==> config.mk <==
export PLATFORM = sky130hd
export DESIGN_NAME = seq_pattern_scanner
export DESIGN_NICKNAME = d
export VERILOG_FILES = /design/src/rtl/seq_scan_pkg.sv /design/src/rtl/pattern_window.sv /design/src/rtl/seq_pattern_scanner.sv
export SDC_FILE = /design/constraint.sdc
export NUM_CORES = 1
export LEC_CHECK = 0
export ABC_CLOCK_PERIOD_IN_PS = 1600
export CORE_ASPECT_RATIO = 0.6
export CORE_UTILIZATION = 55
export CTS_CLUSTER_SIZE = 25
export DETAILED_ROUTE_END_ITERATION = 10
export DONT_BUFFER_PORTS = 1
export PLACE_DENSITY = 0.84
export REMOVE_ABC_BUFFERS = 1
export SYNTH_ARGS = -nofsm -noshare
export SYNTH_HDL_FRONTEND = slang
export SYNTH_SLANG_ARGS = --single-unit
==> constraint.sdc <==
create_clock -name i_clock -period 1.6 [get_ports i_clock]
set_input_delay 0.32 -clock i_clock [delete_from_list [all_inputs] [get_ports i_clock]]
set_output_delay 0.32 -clock i_clock [all_outputs]
set_load 0.02 [all_outputs]
==> src/rtl/seq_scan_pkg.sv <==
// Shared types and sizing helpers for the sequence pattern scanner.
package seq_scan_pkg;

   typedef enum logic [1:0] {
      ST_IDLE   = 2'd0,
      ST_RUN    = 2'd1,
      ST_PAUSED = 2'd2,
      ST_DONE   = 2'd3
   } state_t;

   localparam int DEF_SEQ_W = 10;
   localparam int DEF_PAT_W = 3;
   localparam int DEF_CNT_W = 4;

   function automatic int pos_width(input int seq_w);
      return (seq_w < 2) ? 1 : $clog2(seq_w);
   endfunction

endpackage

==> src/rtl/pattern_window.sv <==
// Sliding PAT_W-bit window over the consumed bit stream; match is combinational on the post-shift window.
// Match only fires once PAT_W bits have been seen since the last clear, so stale zeros never match.
module pattern_window #(
   parameter int PAT_W = 3
) (
   input  logic             i_clock,
   input  logic             i_reset,
   input  logic             i_clear,
   input  logic             i_shift,
   input  logic             i_bit,
   input  logic [PAT_W-1:0] i_pattern,
   output logic             o_match
);
   localparam int SEEN_W = $clog2(PAT_W + 1);

   logic [PAT_W-1:0]  r_window;
   logic [PAT_W-1:0]  w_window_nxt;
   logic [SEEN_W-1:0] r_seen;
   logic [SEEN_W-1:0] w_seen_nxt;

   // Truncating cast keeps the low PAT_W bits, which also covers PAT_W == 1.
   assign w_window_nxt = PAT_W'({r_window, i_bit});
   assign w_seen_nxt   = (r_seen == SEEN_W'(PAT_W)) ? r_seen : r_seen + SEEN_W'(1);
   assign o_match      = i_shift && (w_window_nxt == i_pattern) && (w_seen_nxt == SEEN_W'(PAT_W));

   always_ff @(posedge i_clock) begin
      if (i_reset || i_clear) begin
         r_window <= '0;
         r_seen   <= '0;
      end else if (i_shift) begin
         r_window <= w_window_nxt;
         r_seen   <= w_seen_nxt;
      end
   end

endmodule

==> src/rtl/seq_pattern_scanner.sv <==
// Shifts a loaded sequence out MSB-first one bit per clock and counts pattern matches (saturating), with pause and loop mode.
// SEQ_SCAN_DEBUG_EN adds o_state_dbg and o_debug_sequence_reg; behaviour is otherwise identical.
module seq_pattern_scanner
   import seq_scan_pkg::*;
#(
   parameter int  SEQ_W = DEF_SEQ_W,
   parameter int  PAT_W = DEF_PAT_W,
   parameter int  CNT_W = DEF_CNT_W,
   localparam int POS_W = pos_width(SEQ_W)
) (
   input  logic             i_clock,
   input  logic             i_reset,
   input  logic [SEQ_W-1:0] i_sequence,
   input  logic [PAT_W-1:0] i_pattern,
   input  logic             i_load,
   input  logic             i_pause,
   input  logic             i_loop_mode,
   output logic [CNT_W-1:0] o_count,
   output logic             o_bit_out,
   output logic [POS_W-1:0] o_pos,
   output logic             o_done
`ifdef SEQ_SCAN_DEBUG_EN
   ,
   output logic [1:0]       o_state_dbg,
   output logic [SEQ_W-1:0] o_debug_sequence_reg
`endif
);
   localparam logic [CNT_W-1:0] CNT_MAX = '1;

   state_t           r_state;
   state_t           w_state_nxt;
   logic [SEQ_W-1:0] r_shift;
   logic [SEQ_W-1:0] r_seq_copy;
   logic [PAT_W-1:0] r_pattern;
   logic             r_mode;
   logic [CNT_W-1:0] r_count;
   logic             r_bit_out;
   logic [POS_W-1:0] r_pos;
   logic             w_consume;
   logic             w_last;
   logic             w_match;

   assign w_consume = (r_state == ST_RUN) && !i_pause && !i_load;
   assign w_last    = (r_pos == POS_W'(SEQ_W - 1));

   pattern_window #(.PAT_W(PAT_W)) u_window (
      .i_clock   (i_clock),
      .i_reset   (i_reset),
      .i_clear   (i_load),
      .i_shift   (w_consume),
      .i_bit     (r_shift[SEQ_W-1]),
      .i_pattern (r_pattern),
      .o_match   (w_match)
   );

   always_ff @(posedge i_clock) begin
      if (i_reset) r_state <= ST_IDLE;
      else         r_state <= w_state_nxt;
   end

   always_comb begin
      w_state_nxt = r_state;
      if (i_load) begin
         w_state_nxt = ST_RUN;
      end else begin
         case (r_state)
            ST_RUN: begin
               if (i_pause)              w_state_nxt = ST_PAUSED;
               else if (w_last && !r_mode) w_state_nxt = ST_DONE;
            end
            ST_PAUSED: if (!i_pause) w_state_nxt = ST_RUN;
            default: w_state_nxt = r_state;
         endcase
      end
   end

   always_ff @(posedge i_clock) begin
      if (i_reset) begin
         r_shift    <= '0;
         r_seq_copy <= '0;
         r_pattern  <= '0;
         r_mode     <= 1'b0;
         r_count    <= '0;
         r_bit_out  <= 1'b0;
         r_pos      <= '0;
      end else if (i_load) begin
         r_shift    <= i_sequence;
         r_seq_copy <= i_sequence;
         r_pattern  <= i_pattern;
         r_mode     <= i_loop_mode;
         r_count    <= '0;
         r_pos      <= '0;
      end else if (w_consume) begin
         r_bit_out <= r_shift[SEQ_W-1];
         // In loop mode the lap boundary reloads the sequence; the window keeps its history across the wrap.
         if (w_last && r_mode) r_shift <= r_seq_copy;
         else                  r_shift <= {r_shift[SEQ_W-2:0], 1'b0};
         r_pos <= w_last ? '0 : r_pos + POS_W'(1);
         if (w_match && (r_count != CNT_MAX)) r_count <= r_count + CNT_W'(1);
      end
   end

   assign o_count   = r_count;
   assign o_bit_out = r_bit_out;
   assign o_pos     = r_pos;
   assign o_done    = (r_state == ST_DONE);

`ifdef SEQ_SCAN_DEBUG_EN
   assign o_state_dbg          = r_state;
   assign o_debug_sequence_reg = r_shift;
`endif

endmodule

==> run metrics <==
run status=finished, final reports clean; Vias=1349; CP Class=reg -> reg; Fin Clk Skew=7.90 ps; post-synth top area share=46.7%; Num CTS Buffers=5; layout cell share with drive strength beyond 1=12.7%; Clock Pin Slew Worst Setup and Hold Paths=80 ps; Mapped Avg Cell Area=9.34 um2; Post-Place Setup Slack=74.8 ps; peak supply drop=0.000667 V; Final Worst Setup Slack=60.8 ps; clk sinks=39; slew at the pin closest to its max-slew limit=313 ps; detailed-route wire length per cell=16.1 um; Worst R2R Setup Slack=60 ps; register bit total from synthesis=39; FFs w/ async S/R, synth=0%; PortBufs=0; Cell Rows=15; Post-Syn Area=1670 um2; clk buf depth=2; wire length on met2=1.70 mm; synth top area cells=dfxtp_1 (47%), mux2i_1 (13%), nor2_1 (4.9%), a21oi_1 (3.9%), nand2_1 (3.4%); utilization after layout=65.8%; Final min period=1540 ps; worst reg2reg startpoint=r_state[1]; antenna violations before repair=0; CP Capture Type=flop; core outline area=2870 um2; met3 routed WL=249 um; setup tns final=0 ps; crit start category=flop; largest net degree at the start of global routing=27; min-delay src=i_reset; Skew-Pair Late Insertion Delay=300 ps; Reg2Reg Capture Point=o_pos[3]; top layer in use=met4; total gr overflow=0; Worst Reg-to-Reg Cells=5; Vias/cell=5.84; filler cell count=219; Commonest cells post-synth=dfxtp_1 (39), nor2_1 (22), mux2i_1 (21); die width=73.2 um; Routed WL=3.72 mm; MaxCap Viol Count=0; Synthesis Warnings=0; RD Place Congestion=0.787; CTS Hold Bufs=0; number of diodes=0; area leader, netlist=dfxtp_1; DRT met1 WL=1.73 mm; Netlist cell types=32; Tcrit/Tclk final=96.2%; max-slew violations=0; crit-path max cell delay=400 ps; Leak=0.000775 uW; Starting Density=58.2%; Hold Path End=r_seq_copy[6]; CTS Root Cell=clkbuf_8; Slew HR=79.1%; Tightest Hold Check Type=in -> reg; PwrDens=1080 nW/um2; H-tree Lvls=2; Final #Nets=207; initial drt markers=85; CP required=1810 ps; number of global-route vias before repair=1241; Power Total=2040 uW; hold depth=1; CTS tree=yes; DRC viols=0; sequential-to-total area share from yosys stat=46.7%; global-route wire length before repair=5.99 mm; Peak Freq=0.650 GHz; CP max stage cell=dfxtp_1; Worst Path Max Fanout=6; Die Span Y=44.7 um; RSZ-0062 raised after global routing=no; most common cell in the netlist=dfxtp_1; DIE AREA=3270 um2; I/O Pins=28; Area growth, synth to finish=13.0%; Antenna Nets Post-Route=0; first-pass detailed-route iteration total=4; Final HPWL DP=2.64 mm; Final Non-Filler Cells=231; EDFF count, synth=0; Crit path arrival time=1750 ps; Primary FF master, synth=dfxtp_1; Final Hold Fails=0; cells after synthesis=179; crit path cell chain=nor4b_4, buf_4, nand4_1, xor2_1, a211oi_1; Post-Place Cells=223; GRT Total Usage=25.4%; Setup Viol. Count Final=0
cell usage in the layout, fill, tap and decap left out, types with 2 or more instances in the layout:
cell type and instances:
buf_4 11, dfxtp_1 39, clkbuf_8 6, nor2_1 22, a21oi_1 13, nand2b_1 7, nand2_1 15, or3_1 2
xnor2_1 5, mux2i_1 21, a22oi_1 3, o21ai_0 7, nand3_1 6, o221ai_1 6, a211oi_1 2, inv_1 3
and3_1 3, nand4_1 2
critical path: cells and delay by family, from the launching register on:
family | cells | cell delay [ps]
flops | 1 | 400
simple gates | 2 | 500
compound gates | 1 | 190
xor+xnor | 1 | 170
buf+inv | 1 | 210
cell families (layout without fill, tap and decap cells):
| group | after synthesis | after routing | share of synthesized area, % |
|---|---|---|---|
| AND/OR/NAND/NOR | 66 | 66 | 20.7 |
| flip-flops | 39 | 39 | 46.7 |
| AO/OA/AOI/OAI | 32 | 32 | 11.8 |
| multiplexers | 22 | 22 | 13.2 |
| buffers and inverters | 12 | 22 | 3.14 |
| XOR/XNOR | 6 | 6 | 3.14 |
| adder cells (fa/ha/maj) | 2 | 2 | 1.35 |
report_power, final:
part	switching, uW	internal (uW)	total [uW]
Clock	364	513	877
Combinational	59.4	60.7	120
Sequential	28.1	1010	1040
what timing repair did:
item	in CTS	in global routing
gates resized for setup	0	1
setup endpoints to repair	0	1
buffers inserted	0	0
worst max-delay path by stage:
stage                           from  cells past startpoint          to
after floorplan           r_state[1]                      4  o_count[2]
after global placement    r_state[1]                      4  o_count[2]
after detailed placement  r_state[1]                      5    o_pos[3]
after CTS                 r_state[1]                      5    o_pos[3]
after global routing      r_state[1]                      5    o_pos[3]
final                     r_state[1]                      5    o_pos[3]
per-layer routing:
layer	global-route usage [%]	vias up
li1	-	644
met1	31.3	645
met2	41.1	54
met3	10.5	6
met4	7.84	0
met5	0	-
sequential cells by signal, indices dropped and copies added (netlist names):
| signal | count |
|---|---|
| o_pos | 4 |
| o_bit_out | 1 |
| u_window.r_window | 2 |
| r_shift | 10 |
| r_state | 2 |
| r_mode | 1 |
| o_count | 4 |
| r_pattern | 3 |
| u_window.r_seen | 2 |
| r_seq_copy | 10 |
cell type report:
type | instances | area [um2] | area share, %
clock buffer | 6 | 82.6 | 4.37
clock inverter | 2 | 38.8 | 2.05
inverter | 3 | 11.3 | 0.596
multi-input combinational | 128 | 841 | 44.5
sequential | 39 | 781 | 41.3
tap | 42 | 52.6 | 2.78
timing repair buffer | 11 | 82.6 | 4.37
per-stage QoR:
stage                     instance area [um2]  hold WS, ps
after detailed placement                 1770          393
after CTS                                1890         68.5
after global placement                   1770          392
final                                    1890         77.7
after floorplan                          1630          389
after global routing                     1890         67.5
Power figures use the tool's default switching activity.
